--- config.mk ---
export PLATFORM = sky130hd
export DESIGN_NAME = l1_l2_miss_arbiter
export DESIGN_NICKNAME = d
export VERILOG_FILES = /design/src/rtl/l1_l2_miss_arbiter.sv
export SDC_FILE = /design/constraint.sdc
export NUM_CORES = 1
export LEC_CHECK = 0
export ABC_CLOCK_PERIOD_IN_PS = 4400
export CORE_UTILIZATION = 41
export DETAILED_ROUTE_END_ITERATION = 6
export PLACE_DENSITY = 0.84
export SYNTH_ARGS = -nofsm -noshare
export SYNTH_HDL_FRONTEND = slang
export SYNTH_SLANG_ARGS = --single-unit
--- constraint.sdc ---
create_clock -name clock_i -period 4.4 [get_ports clock_i]
set_clock_uncertainty 0.05 [all_clocks]
set_input_delay 0.88 -clock clock_i [delete_from_list [all_inputs] [get_ports clock_i]]
set_output_delay 0.88 -clock clock_i [all_outputs]
set_load 0.02 [all_outputs]
--- src/rtl/l1_l2_miss_arbiter.sv ---
// l1_l2_miss_arbiter: round-robin block-miss arbiter between the L1I/L1D miss ports and the L2 port.
module l1_l2_miss_arbiter #(
  parameter int BLOCK_WORDS = 4,
  parameter int BW_ADD      = 24
) (
  input  logic              clock_i,
  input  logic              reset_i,
  input  logic              l1i_req_i,
  input  logic              l1i_rw_i,
  input  logic [BW_ADD-1:0] l1i_add_i,
  input  logic [31:0]       l1i_data_i,
  output logic              l1i_take_o,
  output logic [31:0]       l1i_data_o,
  output logic              l1i_valid_o,
  output logic              l1i_done_o,
  input  logic              l1d_req_i,
  input  logic              l1d_rw_i,
  input  logic [BW_ADD-1:0] l1d_add_i,
  input  logic [31:0]       l1d_data_i,
  output logic              l1d_take_o,
  output logic [31:0]       l1d_data_o,
  output logic              l1d_valid_o,
  output logic              l1d_done_o,
  output logic              l2_req_o,
  output logic              l2_rw_o,
  output logic [BW_ADD-1:0] l2_add_o,
  output logic [31:0]       l2_data_o,
  input  logic              l2_write_ready_i,
  input  logic [31:0]       l2_data_i,
  input  logic              l2_valid_i,
  input  logic              l2_done_i,
  output logic              err_o
);
  localparam int CW = $clog2(BLOCK_WORDS) + 1;
  localparam logic [CW-1:0] FULL = CW'(BLOCK_WORDS);
  localparam logic [1:0] IDLE = 2'd0, XFER = 2'd1, DONE = 2'd2;
  logic [1:0]        r_state;
  logic              r_sel, r_rw, r_last, r_err, r_i_valid, r_d_valid;
  logic [BW_ADD-1:0] r_add;
  logic [CW-1:0]     r_cnt;
  logic [31:0]       r_i_data, r_d_data;
  logic              w_xfer, w_room, w_take, w_fill, w_gnt_d;
  logic [CW-1:0]     w_cnt_nxt;
  assign w_xfer    = r_state == XFER;
  assign w_room    = r_cnt < FULL;
  assign w_take    = w_xfer & r_rw & w_room & l2_write_ready_i;
  assign w_fill    = w_xfer & ~r_rw & w_room & l2_valid_i;
  assign w_cnt_nxt = r_cnt + CW'(w_take | w_fill);
  // r_last = 1 means D was served last, so I wins a tie
  assign w_gnt_d   = l1d_req_i & (~l1i_req_i | ~r_last);
  always_ff @(posedge clock_i) begin
    if (reset_i) begin
      r_state   <= IDLE;
      r_sel     <= 1'b0;
      r_rw      <= 1'b0;
      r_last    <= 1'b1;
      r_err     <= 1'b0;
      r_add     <= '0;
      r_cnt     <= '0;
      r_i_data  <= '0;
      r_d_data  <= '0;
      r_i_valid <= 1'b0;
      r_d_valid <= 1'b0;
    end else begin
      r_i_valid <= w_fill & ~r_sel;
      r_d_valid <= w_fill & r_sel;
      if (w_fill & ~r_sel) r_i_data <= l2_data_i;
      if (w_fill & r_sel) r_d_data <= l2_data_i;
      if (r_state == IDLE && (l1i_req_i | l1d_req_i)) begin
        r_state <= XFER;
        r_sel   <= w_gnt_d;
        r_rw    <= w_gnt_d ? l1d_rw_i : l1i_rw_i;
        r_add   <= w_gnt_d ? l1d_add_i : l1i_add_i;
      end
      if (w_xfer) begin
        r_cnt <= w_cnt_nxt;
        if (l2_done_i) r_state <= DONE;
      end
      if (r_state == DONE) begin
        r_state <= IDLE;
        r_last  <= r_sel;
        r_cnt   <= '0;
      end
      if ((w_xfer & l2_done_i & (w_cnt_nxt != FULL)) | (w_xfer & ~r_rw & l2_valid_i & ~w_room))
        r_err <= 1'b1;
    end
  end
  assign l2_req_o    = w_xfer;
  assign l2_rw_o     = r_rw;
  assign l2_add_o    = r_add;
  assign l2_data_o   = (w_xfer & r_rw) ? (r_sel ? l1d_data_i : l1i_data_i) : 32'd0;
  assign l1i_take_o  = w_take & ~r_sel;
  assign l1d_take_o  = w_take & r_sel;
  assign l1i_data_o  = r_i_data;
  assign l1d_data_o  = r_d_data;
  assign l1i_valid_o = r_i_valid;
  assign l1d_valid_o = r_d_valid;
  assign l1i_done_o  = (r_state == DONE) & ~r_sel;
  assign l1d_done_o  = (r_state == DONE) & r_sel;
  assign err_o       = r_err;
endmodule

### Word-level counts from Yosys, hierarchy flattened

Index checks and enable logic that the tools add are counted.

* add/subtract/negate cells: 1
* $mul: 0
* div/mod/pow operators: 0
* $lt $le $gt $ge: 1
* equal/unequal tests: 3
* shifts and indexed selects: 0
* multiplexer cells: 7
* bitwise gates (word level): 26
* reductions and logical operators: 3

Operators by type and width (number)
* 32-bit two-way mux: 2
* 24-bit two-way mux: 1
* 1-bit AND: 17
* 2-bit two-way mux: 3
* 1-bit NOT: 5
* 1-bit bitwise OR: 4
* 3-bit by 1-bit adder with 3-bit output: 1
* 3-bit less-than comparator (second input constant): 1
* 3-bit != test (second input constant): 1
* 2-bit by 1-bit == test with 1-bit output (second input constant): 1
* 2-bit == test (second input constant): 1
* 2-bit zero test: 1
* 2-bit OR reduction: 1
* 1-bit logical AND: 1
* 1-bit two-way mux: 1

* bits in registers: 99
* bits in latches: 0
* RAM bits: 0
* memory bits (read-only): 0
* bits of input ports: 153
* output and inout bits: 129
* logic and storage cells: 52
* memories kept: 0

### Longest topological paths before layout

Gate-level depths: netlist (run 1).

* word-level depth: 9
* mapped depth: 8

### Worst setup path after synthesis (run 1)

No wires, ideal clock.

* path kind: reg2out
* start point: register r_state[1]
* end point: output l1d_take_o
* data arrival time: 1.634 ns
* data required time: 3.470 ns
* setup slack: 1.836 ns
* stages on the path, launching flop included: 6
* buffers on the path: 1
* cells stage by stage: dfxtp_1 > nand2b_1 > buf_6 > inv_1 > nand2_1 > nor4_1

* longest elaborated chain between the ends: 5

Ends and longest elaborated chain
* start, declared: RTL line 37 `logic [1:0] r_state;`
* start signal, assigned: RTL line 53 `r_state <= IDLE;`
* start signal, assigned: RTL line 70 `r_state <= XFER;`
* start signal, assigned: RTL line 77 `if (l2_done_i) r_state <= DONE;`
* 2-bit by 1-bit == test with 1-bit output: RTL line 44 `assign w_xfer = r_state == XFER;`
* net l2_req_o: RTL line 24 `output logic l2_req_o,`
* 1-bit AND (3 in series): RTL line 46 `assign w_take = w_xfer & r_rw & w_room & l2_write_ready_i;`
* 1-bit AND: RTL line 93 `assign l1d_take_o = w_take & r_sel;`
* end, declared: RTL line 20 `output logic l1d_take_o,`

The timed path passes the listed nets, and every way through them passes these cells.

### Final worst setup path (run 1)

* start point: register r_state[0]
* end point: output l2_data_o[12]

* longest elaborated chain between the ends: 3

Ends and longest elaborated chain
* 2-bit by 1-bit == test with 1-bit output: RTL line 44
* 1-bit AND: RTL line 91 `assign l2_data_o = (w_xfer & r_rw) ? (r_sel ? l1d_data_i : l1i_data_i) : 32'd0;`
* 32-bit two-way mux: RTL line 91
* end, declared: RTL line 27 `output logic [31:0] l2_data_o,`

Every way passes these cells.

==> metrics.txt, run 1 <==
Gates resized, CTS repair 0; remaining number of nets flagged by the antenna check after routing 0; antenna violations before repair 0; Crit path max-delay family buffers and inverters; TritonCTS Buffers 9; number of global-route vias before repair 4367; relative slew slack between 20 and 30%; iteration-0 DRC count of the detailed router 203; DRC 0; Sink Count between 90 and 100; DR WL/cell 15.82 um; share of synthesized area occupied by flip-flops and latches 41.74%; register bit total from synthesis between 90 and 100; GRT Util Overall between 20% and 30%; critical path's slowest cell clkdlybuf4s50_1; cell depth of the worst hold path 2; power after layout roughly 2.2 mW; die width around 110 um; row count 38; maximum buffer depth of the clock tree 2; Final Util 70.97%; transition at the pin with the smallest max-transition slack 1.084 ns; setup TNS after final layout 0 ns; Clock Tree Root clkbuf_16; path type of the worst setup path reg -> out; WP data required 3.47 ns; floorplan die height roughly 110 um; number of port buffers approximately 280; cells along the critical path nand2b_1, inv_1, nand2_1, buf_4, nor2_1, clkdlybuf4s50_1; antenna diode count 0; reg-to-reg critical path startpoint r_sel; initial core utilization between 40% and 50%; setup bufs post-CTS 0; Critical Path Max Stage Delay 0.65 ns; CTS hold repair buffers 0; number of H-tree levels 3; outcome finished clean; I/O pin cnt 282; HPWL after detailed placement 10840 um; number of failing hold endpoints at the final stage 0; Clock Pin Slew Worst Setup and Hold Paths around 0.06 ns; number of standard cells in the layout, taps in and fillers out roughly 890; number of instances in the synthesized netlist ~490; Clk Latency, worst-skew pair 0.33 ns; worst min-delay path category reg -> reg; most used cells in the layout excluding fill and tap cells 280 x clkdlybuf4s50_1, 121 x mux2i_1, 98 x nand2b_1, 98 x dfxtp_1, 37 x nor2_1; area growth from synthesis to layout 65.59%; final setup violation count 0; GPL Wtd Cong 0.7629; cell depth of the worst flop-to-flop path 4; aggregate routed wire length 14140 um; final critical delay including setup and external delays around 3.7 ns; critical path arrival about 2.8 ns; unrepaired setup endpoints after global routing false; nature of the critical path startpoint flop; setup slack of the worst register-to-register path between 1.5 and 2 ns; buffering stage count on the worst path with inverters included 3; total number of vias 4423; Total Nets Final about 900; Final Worst Setup Slack 0.7098 ns; MaxCap Viol Count 0; cell count after placement ~880; die area between 10000 and 15000 um2; count of yosys warnings during synthesis 0; period utilization 83.87%; launch point of the worst hold path l1d_data_o[10]; Post-Syn Area 4748 um2; first-pass GRT wire length 21160 um; maximum number of pins on one net before global-route repair 79; hold worst-path end l1d_data_o[10]; core area between 10000 and 15000 um2; VDD IR-drop max 204.7 uV; most common cell after layout, fill and taps aside clkdlybuf4s50_1; reg-to-reg critical path endpoint l1d_data_o[19]; cell area power density approximately 280 nW/um2; Filler cells 840; global route total overflow 0; Leak 2.941 nW; kind of end point of the critical path output pin; final count of pins violating max slew 0; largest fanout on the critical path 18; net count after synthesis around 650; Post-Place Worst Slack between 1 and 1.5 ns; average cell area after synthesis 9.612 um2; length of the first detailed-routing pass in iterations 4; via density per instance between 4 and 5; synth unique cells 32; CTS tree built; fraction of final layout cells sized beyond drive strength 1 3.581%; upper clock frequency limit 0.2710 GHz
-- how the worst max path moves through the flow --
stage / from / endpoint / slack (ns) / cells after the start
floorplan: r_state[1] / l1d_take_o / 1.84 / 5
finish: r_state[0] / l2_data_o[12] / 0.71 / 6
CTS: r_state[0] / l2_data_o[12] / 0.71 / 6
global route: r_state[0] / l2_data_o[12] / 0.49 / 6
global placement: l2_write_ready_i / l1d_take_o / 1.17 / 4
detailed placement: r_state[0] / l2_data_o[12] / 1.07 / 6
-- power by group --
group	switching [mW]	internal, mW
Sequential	0.0368	0.943
Combinational	0.233	0.300
Clock	0.322	0.401
Total	0.592	1.64
-- flip-flops by register name, indices dropped and copies added, names as in the netlist --
register	flops
r_last	1
r_cnt	3
err_o	1
l1d_data_o	32
r_state	2
l1d_valid_o	1
l2_add_o	24
r_sel	1
l1i_valid_o	1
l1i_data_o	32
l2_rw_o	1
-- layout make-up --
type | instances | area, um2 | share of cell area (%)
repair buffers | 286 | 2845 | 36.19
flip-flops and latches | 99 | 1983 | 25.22
clock buffers | 13 | 250.2 | 3.183
well taps | 140 | 175.2 | 2.228
clock inverters | 3 | 23.77 | 0.3024
multi-input cells | 347 | 2562 | 32.59
inverters | 6 | 22.52 | 0.2864
-- cell usage after synthesis --
master    count  area, um2
mux2i_1     121       1211
dfxtp_1      99       1982
nand2b_1     98      613.1
nor2_1       38      142.6
a21oi_1      32      160.2
clkbuf_1     28      105.1
a211oi_1     27      202.7
inv_1         6      22.52
buf_2         5      25.02
nand2_1       5      18.77
buf_6         4      45.04
buf_1         3      11.26
nand3_1       3      15.01
nor4_1        3      18.77
and2_1        2      12.51
buf_4         2      15.01
ha_1          2      25.02
o21ai_0       2      10.01
a211o_1       1      8.760
a21boi_0      1      7.510
and3_1        1      6.260
nor2b_1       1      6.260
nor3_1        1      5.000
nor3b_1       1      7.510
nor4_2        1      12.51
o21ba_2       1      10.01
o31ai_1       1      7.510
or2_2         1      6.260
or2b_1        1      7.510
or4_1         1      7.510
or4_4         1      11.26
xnor2_1       1      8.760
-- routing by layer --
layer  global-route usage (%)  vias up  part of all wire (%)
met5                        0        -                     0
met4                    7.429        0                   1.7
met3                    6.106       20                   7.7
met2                    41.11      171                    50
met1                    25.80     2033                    41
li1                         -     2199                     -
-- tightest hold or removal path: stages, from the launching register on --
cell,delay (ns)
dfxtp_1,0.31
nand2b_1,0.06
mux2i_1,0.06
-- kinds of logic after synthesis --
logic type,Yosys count,synth area share [%]
buffers and inverters,48,4.716
muxes,121,25.51
adders and majority gates,2,0.5269
and+or+nand+nor,158,18.76
xor gates and xnor gates,1,0.1845
AOI/OAI and AO/OA,65,8.564
DFF,99,41.74
-- stage by stage --
| step | hold WS (ns) | area, um2 |
|---|---|---|
| 3_3_place_gp | 0.4077 | 7589 |
| 5_1_grt | 0.4437 | 7863 |
| 2_1_floorplan | 0.3810 | 4748 |
| 4_1_cts | 0.4272 | 7863 |
| 3_5_place_dp | 0.4098 | 7589 |
| 6_report | 0.4245 | 7863 |
Note: power is estimated with default switching activity, not from simulation.
==> inputs of run 2 (changes only) <==
Settings changed: ABC_CLOCK_PERIOD_IN_PS 4400 to 3700, CORE_UTILIZATION 41 to 38, PLACE_DENSITY 0.84 to 0.78.
Clock period 4.4 ns to 3.7 ns, I/O delays scaled along.
==> metrics.txt, run 2 (same netlist as run 1, synthesis figures left out) <==
iteration-0 DRC count of the detailed router 216 (was 203); remaining number of nets flagged by the antenna check after routing 0 (unchanged); initial core utilization 39.20% (was 42.86%); TritonCTS Buffers 9 (unchanged); number of failing hold endpoints at the final stage 0 (unchanged); most used cells in the layout excluding fill and tap cells 280 x clkdlybuf4s50_1, 121 x mux2i_1, 98 x nand2b_1, 98 x dfxtp_1, 37 x nor2_1 (unchanged); Crit path max-delay family buffers and inverters (unchanged); cell count after placement 908 (was 878); antenna violations before repair 0 (unchanged); DRC 0 (unchanged); Clock Tree Root clkbuf_16 (unchanged); floorplan die height 113.8 um (was 109.6 um); number of standard cells in the layout, taps in and fillers out 924 (was 894); global route total overflow 0 (unchanged); CTS tree built (unchanged); final count of pins violating max slew 0 (unchanged); row count 40 (was 38); hold worst-path end r_cnt[1] (was l1d_data_o[10]); first-pass GRT wire length 22510 um (was 21160 um); die area 12950 um2 (was 12020 um2); cell depth of the worst hold path 2 (unchanged); outcome finished clean (unchanged); cell area power density 340.2 nW/um2 (was 284.3 nW/um2); area growth from synthesis to layout 67.19% (was 65.59%); number of global-route vias before repair 4387 (was 4367); largest fanout on the critical path 20 (was 18); final setup violation count 0 (unchanged); launch point of the worst hold path r_cnt[1] (was l1d_data_o[10]); Leak 2.968 nW (was 2.941 nW); kind of end point of the critical path output pin (unchanged); path type of the worst setup path reg -> out (unchanged); die width 113.8 um (was 109.6 um); Clock Pin Slew Worst Setup and Hold Paths 0.07 ns (was 0.06 ns); core area 12110 um2 (was 11080 um2); period utilization 91.80%; CTS hold repair buffers 0 (unchanged); WP data required 2.91 ns (was 3.47 ns); Clk Latency, worst-skew pair 0.34 ns (was 0.33 ns); fraction of final layout cells sized beyond drive strength 1 4.233% (was 3.581%); cell depth of the worst flop-to-flop path 4 (unchanged); Final Util 65.55% (was 70.97%); Gates resized, CTS repair 0 (unchanged); buffering stage count on the worst path with inverters included 2 (was 3); via density per instance 4.793 (was 4.947); Total Nets Final 906 (was 904); GPL Wtd Cong 0.7567 (was 0.7629); setup bufs post-CTS 0 (unchanged); I/O pin cnt 282 (unchanged); GRT Util Overall 22.25% (was 22.74%); reg-to-reg critical path startpoint r_sel (unchanged); setup TNS after final layout 0 ns (unchanged); maximum number of pins on one net before global-route repair 83 (was 79); cells along the critical path nand2b_1, inv_1, nand2_2, nor4_1, clkdlybuf4s50_1 (was nand2b_1, inv_1, nand2_1, buf_4, nor2_1, clkdlybuf4s50_1); length of the first detailed-routing pass in iterations 4 (unchanged); critical path's slowest cell clkdlybuf4s50_1 (unchanged); MaxCap Viol Count 0 (unchanged); Post-Place Worst Slack 0.5192 ns (was 1.074 ns); most common cell after layout, fill and taps aside clkdlybuf4s50_1 (unchanged); nature of the critical path startpoint flop (unchanged); aggregate routed wire length 14870 um (was 14140 um); critical path arrival 2.61 ns (was 2.76 ns); relative slew slack 39.10% (was 27.70%); number of H-tree levels 3 (unchanged); number of port buffers 281 (unchanged); reg-to-reg critical path endpoint l1d_data_o[11] (was l1d_data_o[19]); VDD IR-drop max 243.4 uV (was 204.7 uV); worst min-delay path category reg -> reg (unchanged); setup slack of the worst register-to-register path 1.67 ns (was 1.84 ns); unrepaired setup endpoints after global routing false (unchanged); upper clock frequency limit 0.2944 GHz; antenna diode count 0 (unchanged); DR WL/cell 16.09 um (was 15.82 um); Sink Count 99 (unchanged); Final Worst Setup Slack 0.3035 ns (was 0.7098 ns); transition at the pin with the smallest max-transition slack 0.9135 ns (was 1.084 ns); total number of vias 4429 (was 4423); Filler cells 1022 (was 840); Critical Path Max Stage Delay 0.71 ns (was 0.65 ns); final critical delay including setup and external delays 3.397 ns; maximum buffer depth of the clock tree 2 (unchanged); HPWL after detailed placement 11420 um (was 10840 um)
[run 2: layout make-up]
type / instances / area, um2 / area share, %
clock buffer: 10 / 229.0 / 2.884
inverter: 6 / 22.52 / 0.2837
clock inverter: 6 / 56.30 / 0.7092
timing repair buffer: 288 / 2873 / 36.19
sequential: 99 / 1983 / 24.98
multi-input combinational: 347 / 2565 / 32.31
tap: 168 / 210.2 / 2.648
[run 2: per-layer routing]
metal / wire [um] / share of wire, % / GRT usage (%) / vias up
li1: - / - / - / 2208
met1: 6483 / 44 / 27.57 / 2042
met2: 7143 / 48 / 38.78 / 161
met3: 1022 / 6.9 / 5.313 / 18
met4: 218 / 1.5 / 5.714 / 0
met5: 0 / 0 / 0 / -
[run 2: per-stage QoR]
| stage | hold slack (ns) | area [um2] | total power, mW |
|---|---|---|---|
| final | 0.4239 | 7939 | 2.701 |
| after global routing | 0.4480 | 7939 | 2.812 |
| after CTS | 0.4260 | 7936 | 2.729 |
| after detailed placement | 0.4149 | 7651 | 1.828 |
| after global placement | 0.4088 | 7651 | 1.813 |
| after floorplan | 0.3810 | 4748 | 1.484 |
[run 2: power breakdown]
group / switching (mW) / internal (mW)
combinational: 0.287 / 0.359
sequential: 0.0374 / 1.12
clock: 0.425 / 0.471
total: 0.750 / 1.95
[run 2: how the worst max path moves through the flow]
stage                           from          to  slack [ns]  cells past startpoint
global placement    l2_write_ready_i  l1d_take_o        0.57                      4
finish                    r_state[0]  l1d_take_o        0.30                      5
CTS                       r_state[0]  l1d_take_o        0.14                      5
global route              r_state[0]  l1d_take_o        0.15                      5
floorplan                 r_state[1]  l1d_take_o        1.28                      5
detailed placement        r_state[0]  l1d_take_o        0.52                      5
[run 2: worst register-to-register path: cells and delay by family, from the launching register on]
family | cells | cell delay (ns)
multiplexers | 1 | 0.29
flip-flops | 1 | 0.64
buffers and inverters | 2 | 0.70
AND/OR/NAND/NOR | 1 | 0.28
==> inputs of run 3 (changes only) <==
Settings changed: GPL_ROUTABILITY_DRIVEN set to 0.
==> results of run 3 <==
Same layout as run 2: the final DEF is identical, and so are final timing and power.
